===== src/rtl/pc_seq_pkg.sv =====
// Shared constants and helpers for the program-counter sequencer.
package pc_seq_pkg;

    localparam logic [1:0] SEL_SEQ = 2'd0;
    localparam logic [1:0] SEL_BR  = 2'd1;
    localparam logic [1:0] SEL_JMP = 2'd2;
    localparam logic [1:0] SEL_RET = 2'd3;

    // Sign-extends the low off_w bits of off to 64 bits, then scales words to bytes.
    function automatic logic [63:0] sext_shl2(input logic [63:0] off, input int unsigned off_w);
        logic [63:0] mask;
        logic [63:0] ext;
        mask = {64{1'b1}} << off_w;
        if (off[6'(off_w - 32'd1)]) begin
            ext = off | mask;
        end else begin
            ext = off & ~mask;
        end
        return ext << 2;
    endfunction

endpackage


===== src/rtl/pc_seq_unit_ras.sv =====
// Circular return-address stack: top pointer plus saturating count, oldest entry overwritten on overflow.
module ras_stack
    import pc_seq_pkg::*;
#(
    parameter int B         = 32,
    parameter int RAS_DEPTH = 4
) (
    input  logic         clk,
    input  logic         rst,
    input  logic         push,
    input  logic         pop,
    input  logic [B-1:0] push_data,
    output logic [B-1:0] top_data,
    output logic         empty,
    output logic         full,
    output logic         err
);

    localparam int PW = $clog2(RAS_DEPTH);
    localparam logic [PW:0] CNT_FULL = (PW + 1)'(RAS_DEPTH);
    localparam logic [PW:0] CNT_ZERO = {(PW + 1){1'b0}};

    logic [PW-1:0] tp_q, tp_d;
    logic [PW:0]   cnt_q, cnt_d;
    logic          err_q, err_d;
    logic          wr_en_s;
    logic [B-1:0]  mem_q [RAS_DEPTH];

    // Pointer/count/error next state; push and pop never arrive together.
    always_comb begin
        tp_d    = tp_q;
        cnt_d   = cnt_q;
        err_d   = 1'b0;
        wr_en_s = 1'b0;
        if (pop) begin
            if (cnt_q == CNT_ZERO) begin
                err_d = 1'b1;
            end else begin
                tp_d  = tp_q - PW'(1);
                cnt_d = cnt_q - (PW + 1)'(1);
            end
        end else if (push) begin
            wr_en_s = 1'b1;
            tp_d    = tp_q + PW'(1);
            if (cnt_q == CNT_FULL) begin
                err_d = 1'b1;
            end else begin
                cnt_d = cnt_q + (PW + 1)'(1);
            end
        end else begin
            tp_d = tp_q;
        end
    end

    // Control state registers.
    always_ff @(posedge clk or posedge rst) begin
        if (rst) begin
            tp_q  <= {PW{1'b0}};
            cnt_q <= CNT_ZERO;
            err_q <= 1'b0;
        end else begin
            tp_q  <= tp_d;
            cnt_q <= cnt_d;
            err_q <= err_d;
        end
    end

    // Entry storage carries no reset; contents are meaningless while cnt is 0.
    always_ff @(posedge clk) begin
        if (wr_en_s) begin
            mem_q[tp_d] <= push_data;
        end
    end

    assign top_data = mem_q[tp_q];
    assign empty    = (cnt_q == CNT_ZERO);
    assign full     = (cnt_q == CNT_FULL);
    assign err      = err_q;

endmodule


===== src/rtl/pc_seq_unit.sv =====
// PC register with next-PC priority mux (return > jump > branch > sequential) and a return-address stack.
module pc_seq_unit
    import pc_seq_pkg::*;
#(
    parameter int           B         = 32,
    parameter logic [B-1:0] RESET_VEC = {B{1'b0}},
    parameter int           STEP      = 4,
    parameter int           OFF_W     = 16,
    parameter int           RAS_DEPTH = 4
) (
    input  logic             clk,
    input  logic             rst,
    input  logic             stall,
    input  logic             br_taken,
    input  logic [OFF_W-1:0] br_off,
    input  logic             jmp,
    input  logic [B-1:0]     jmp_tgt,
    input  logic             call,
    input  logic             ret,
    output logic [B-1:0]     pc_out,
    output logic [B-1:0]     pc_plus,
    output logic             ras_empty,
    output logic             ras_full,
    output logic             ras_err
);

    logic [B-1:0] pc_q, pc_d;
    logic [B-1:0] br_tgt_s;
    logic [B-1:0] ras_top_s;
    logic [1:0]   sel_s;
    logic         push_s, pop_s;

    assign pc_plus  = pc_q + B'(STEP);
    assign br_tgt_s = pc_plus + B'(sext_shl2(64'(br_off), OFF_W));

    // Source selection; a return on an empty stack falls back to sequential.
    always_comb begin
        sel_s  = SEL_SEQ;
        push_s = 1'b0;
        pop_s  = 1'b0;
        if (stall) begin
            sel_s = SEL_SEQ;
        end else if (ret) begin
            pop_s = 1'b1;
            if (ras_empty) begin
                sel_s = SEL_SEQ;
            end else begin
                sel_s = SEL_RET;
            end
        end else if (jmp) begin
            sel_s  = SEL_JMP;
            push_s = call;
        end else if (br_taken) begin
            sel_s = SEL_BR;
        end else begin
            sel_s = SEL_SEQ;
        end
    end

    // Next-PC mux.
    always_comb begin
        case (sel_s)
            SEL_RET: pc_d = ras_top_s;
            SEL_JMP: pc_d = jmp_tgt;
            SEL_BR:  pc_d = br_tgt_s;
            SEL_SEQ: pc_d = pc_plus;
            default: pc_d = pc_plus;
        endcase
    end

    // PC register, held while stalled.
    always_ff @(posedge clk or posedge rst) begin
        if (rst) begin
            pc_q <= RESET_VEC;
        end else if (!stall) begin
            pc_q <= pc_d;
        end else begin
            pc_q <= pc_q;
        end
    end

    ras_stack #(
        .B         (B),
        .RAS_DEPTH (RAS_DEPTH)
    ) u_ras (
        .clk       (clk),
        .rst       (rst),
        .push      (push_s),
        .pop       (pop_s),
        .push_data (pc_plus),
        .top_data  (ras_top_s),
        .empty     (ras_empty),
        .full      (ras_full),
        .err       (ras_err)
    );

    assign pc_out = pc_q;

endmodule


===== config.mk =====
export PLATFORM = sky130hd
export DESIGN_NAME = pc_seq_unit
export DESIGN_NICKNAME = d
export VERILOG_FILES = /design/src/rtl/pc_seq_pkg.sv /design/src/rtl/pc_seq_unit_ras.sv /design/src/rtl/pc_seq_unit.sv
export SDC_FILE = /design/constraint.sdc
export NUM_CORES = 1
export LEC_CHECK = 0
export CAP_MARGIN = 30
export CORE_ASPECT_RATIO = 0.8
export CORE_MARGIN = 3
export CORE_UTILIZATION = 45
export CTS_CLUSTER_SIZE = 40
export DETAILED_ROUTE_END_ITERATION = 16
export PLACE_DENSITY = 0.71
export SYNTH_ARGS = -nofsm -noshare
export SYNTH_HDL_FRONTEND = slang
export SYNTH_SLANG_ARGS = --single-unit

===== constraint.sdc =====
create_clock -name clk -period 4.5 [get_ports clk]
set_clock_uncertainty 0.05 [all_clocks]
set_input_delay 0.45 -clock clk [delete_from_list [all_inputs] [get_ports clk]]
set_output_delay 0.45 -clock clk [all_outputs]
set_load 0.02 [all_outputs]

==> impl_metrics.env <==
export IMPL_syn_cell_area_um2=9035
export IMPL_cts_sinks=166
export IMPL_rsz0062_at_grt="no"
export IMPL_cts_setup_buffers=0
export IMPL_max_slew_margin_pct=33.61
export IMPL_layout_cells_non_filler=1141
export IMPL_initial_utilization_pct=46.78
export IMPL_routabilityCongestion=0.9227
export IMPL_yosysWarnings=0
export IMPL_cp_end_kind="flop"
export IMPL_dp_cells=1109
export IMPL_pre_cts_ws_ns=0.4839
export IMPL_synth_top_area_cell="edfxtp_1"
export IMPL_core_area_um2=19310
export IMPL_diodes=0
export IMPL_stdcell_area_um2=11320
export IMPL_ios=122
export IMPL_cts_resized=0
export IMPL_avgSynthCellArea_um2=12.33
export IMPL_synth_top_area_share_pct=42.54
export IMPL_reg2reg_depth=13
export IMPL_worst_ep_arrival_time_ns=4.36
export IMPL_critPathRequiredTime_ns=4.78
export IMPL_max_clock_freq_mhz=245.0
export IMPL_synth_seq_area_share_pct=53.07
export IMPL_status="complete, no violations"
export IMPL_p_leak_nw=4.115
export IMPL_r2r_start="pc_out[4]$_DFFE_PP0N_"
export IMPL_die_h_um=132.7
export IMPL_h_tree_depth=4
export IMPL_rows=45
export IMPL_die_area_um2=21820
export IMPL_power_density_nw_per_um2=634.8
export IMPL_drc=0
export IMPL_synth_flop_cell="edfxtp_1"
export IMPL_reg2reg_slack_ns=0.42
export IMPL_crit_chain="and4_2 -> and4_1 -> nand2_1 -> xnor2_1 -> ha_1 -> and4_1 -> nand2_1 -> o2bb2ai_1 -> o311ai_2 -> a21oi_1 -> o2111a_1 -> o21a_1 -> o31ai_1"
export IMPL_fin_crit_sh_pct=90.71
export IMPL_tightest_slew_ns=0.9931
export IMPL_finalCriticalPeriod_ns=4.082
export IMPL_startpoint_type="flop"
export IMPL_port_buffers=121
export IMPL_first_iter_violations=776
export IMPL_cts_tree="yes"
export IMPL_netlist_top_cells_area="edfxtp_1 43%, dfrtp_1 11%, mux4_2 8.0%"
export IMPL_async_reset_ff_share_pct=22.89
export IMPL_hp_class="in -> async"
export IMPL_gr_total_overflow=0
export IMPL_path_buf_inv=0
export IMPL_numCtsBuffers=17
export IMPL_first_pass_iters=5
export IMPL_final_nets=965
export IMPL_synth_seq_cells=166
export IMPL_synth_cells=733
export IMPL_root_buffer="clkbuf_16"
export IMPL_critPathMaxStageDelay_ns=0.54
export IMPL_cp_top_family="compound AO/OA/AOI/OAI gates"
export IMPL_dp_hpwl_um=18170
export IMPL_setup_tns_final_ns=0
export IMPL_maxCapViolCount=0
export IMPL_die_w_um=164.4
export IMPL_syn2layout_area_growth_pct=25.27
export IMPL_grt_max_degree=43
export IMPL_setup_viol=0
export IMPL_timing_final_ws_setup_ns=0.4180
export IMPL_antenna_found_initial=0
export IMPL_grt_first_pass_wirelength_um=39910
export IMPL_synth_edff_count=128
export IMPL_cp_slowest_cell="xnor2_1"
export IMPL_finalHoldViolations=0
export IMPL_hold_buffers=0
export IMPL_crit_type="reg -> reg"
export IMPL_vias=6945
export IMPL_synth_cell_types=69
export IMPL_clock_path_buffers=2
export IMPL_placed_cell_area_um2=10720
export IMPL_clk_insertion_delay_late_ns=0.43
export IMPL_drt_total_wl_um=25840
export IMPL_grt_use_total_pct=24.14
export IMPL_routed_via_density=6.087
export IMPL_grt_pass1_vias=6866
export IMPL_drive_above_1_share_pct=13.48
export IMPL_clk_pin_slew_worst_paths_ns=0.07
export IMPL_ir_worst_vdd_v=0.0003367
export IMPL_ant_nets=0
export IMPL_synthesis_nets=828
export IMPL_timing_rr_end="pc_out[30]$_DFFE_PP0N_"
export IMPL_slew_violations=0
export IMPL_cp_max_fo=10
export IMPL_crit_cells=13
export IMPL_wire_per_inst_um=22.65
-- placed cells by master (no fill, tap or decap), types with 4 or more instances in the layout --
cell,count
xor2_1,20
o21ai_0,49
a22oi_1,9
a221oi_1,14
a211oi_1,7
nand2_1,63
o21bai_1,5
buf_4,33
a21o_1,12
ha_1,38
inv_1,17
inv_6,4
a221o_1,7
or3_1,6
nor2_1,35
nand4_1,12
o21a_1,6
a21oi_1,37
o211ai_1,7
clkbuf_16,17
clkinvlp_4,4
o22ai_1,16
mux4_2,32
a222oi_1,4
edfxtp_1,128
nor3_1,10
and4_1,5
clkdlybuf4s50_1,121
and3_1,6
dfrtp_1,37
nand3_1,20
xnor2_1,32
-- power by group --
group          total [W]  leakage, nW  internal (W)  switching [W]
Sequential       0.00235         1.61       0.00198       0.000371
Clock            0.00151        0.283      0.000851       0.000659
Combinational    0.00332         2.22       0.00151        0.00181
-- state kept, by name, indices dropped and copies added, names as in the netlist --
signal,flops
u_ras.tp_q,2
u_ras.err,1
pc_out,32
u_ras.mem_q,128
u_ras.cnt_q,3
-- cell usage after synthesis, types with 4 or more instances --
cell type and count:
xor2_1 20, mux4_2 32, o21a_1 6, dfrtp_1 38
inv_1 18, nand4_1 12, o21ai_0 49, a222oi_1 4
buf_1 5, or3_1 6, o211ai_1 7, nand2_1 63
nor2_1 37, o21bai_1 5, ha_1 38, o31ai_1 4
a22oi_1 9, and3_1 6, and4_1 5, nor3_1 11
edfxtp_1 128, a21oi_1 37, o22ai_1 16, a221oi_1 14
clkbuf_1 25, a21o_1 12, nand3_1 20, a211oi_1 7
a221o_1 7, xnor2_1 32
-- through the flow --
step                utilization (%)  total power, W  hold WS, ns
global route                  58.61        0.007576       0.4782
finish                        58.61        0.007185       0.4312
CTS                           58.61        0.007189       0.4386
detailed placement            55.49        0.005667       0.5098
global placement              55.49        0.005630       0.5040
floorplan                         -        0.004407       0.4509
-- how the worst max path moves through the flow --
stage,startpoint,to
floorplan,pc_out[4]$_DFFE_PP0N_,pc_out[26]$_DFFE_PP0N_
global placement,pc_out[4]$_DFFE_PP0N_,pc_out[30]$_DFFE_PP0N_
detailed placement,pc_out[4]$_DFFE_PP0N_,pc_out[30]$_DFFE_PP0N_
CTS,pc_out[4]$_DFFE_PP0N_,pc_out[30]$_DFFE_PP0N_
global route,pc_out[4]$_DFFE_PP0N_,pc_out[30]$_DFFE_PP0N_
finish,pc_out[4]$_DFFE_PP0N_,pc_out[30]$_DFFE_PP0N_
-- cell type report --
class | instances | area [um^2]
flip-flops and latches | 166 | 4796
clock inverters | 13 | 158.9
repair buffers | 154 | 1459
multi-input cells | 513 | 4071
inverters | 18 | 67.56
fillers | 1579 | 7994
clock buffers | 19 | 442.9
well taps | 258 | 322.8
-- tightest hold or removal path, cell delays in order --
cell,delay (ns)
clkdlybuf4s50_1,0.41
clkinv_1,0.05
buf_4,0.48
-- layer usage --
| layer | track usage (%) | wire [um] | share of wire [%] | vias to the layer above |
|---|---|---|---|---|
| li1 | - | - | - | 3154 |
| met3 | 4.444 | 2180 | 8.4 | 27 |
| met1 | 35.97 | 11700 | 45 | 3432 |
| met2 | 36.67 | 11590 | 45 | 332 |
| met5 | 0 | 0 | 0 | - |
| met4 | 6.195 | 376 | 1.5 | 0 |
-- cells by family (layout without fill, tap and decap cells) --
group / after synthesis / in the layout / synth area share, %
DFF: 166 / 166 / 53.07
muxes: 33 / 33 / 8.088
AOI/OAI and AO/OA: 206 / 206 / 15.43
and+or+nand+nor: 181 / 181 / 10.08
xor gates and xnor gates: 53 / 53 / 5.221
adders and majority gates: 40 / 40 / 5.706
buffers and inverters: 54 / 204 / 2.410
No activity file was read; power rests on OpenSTA's default activity.
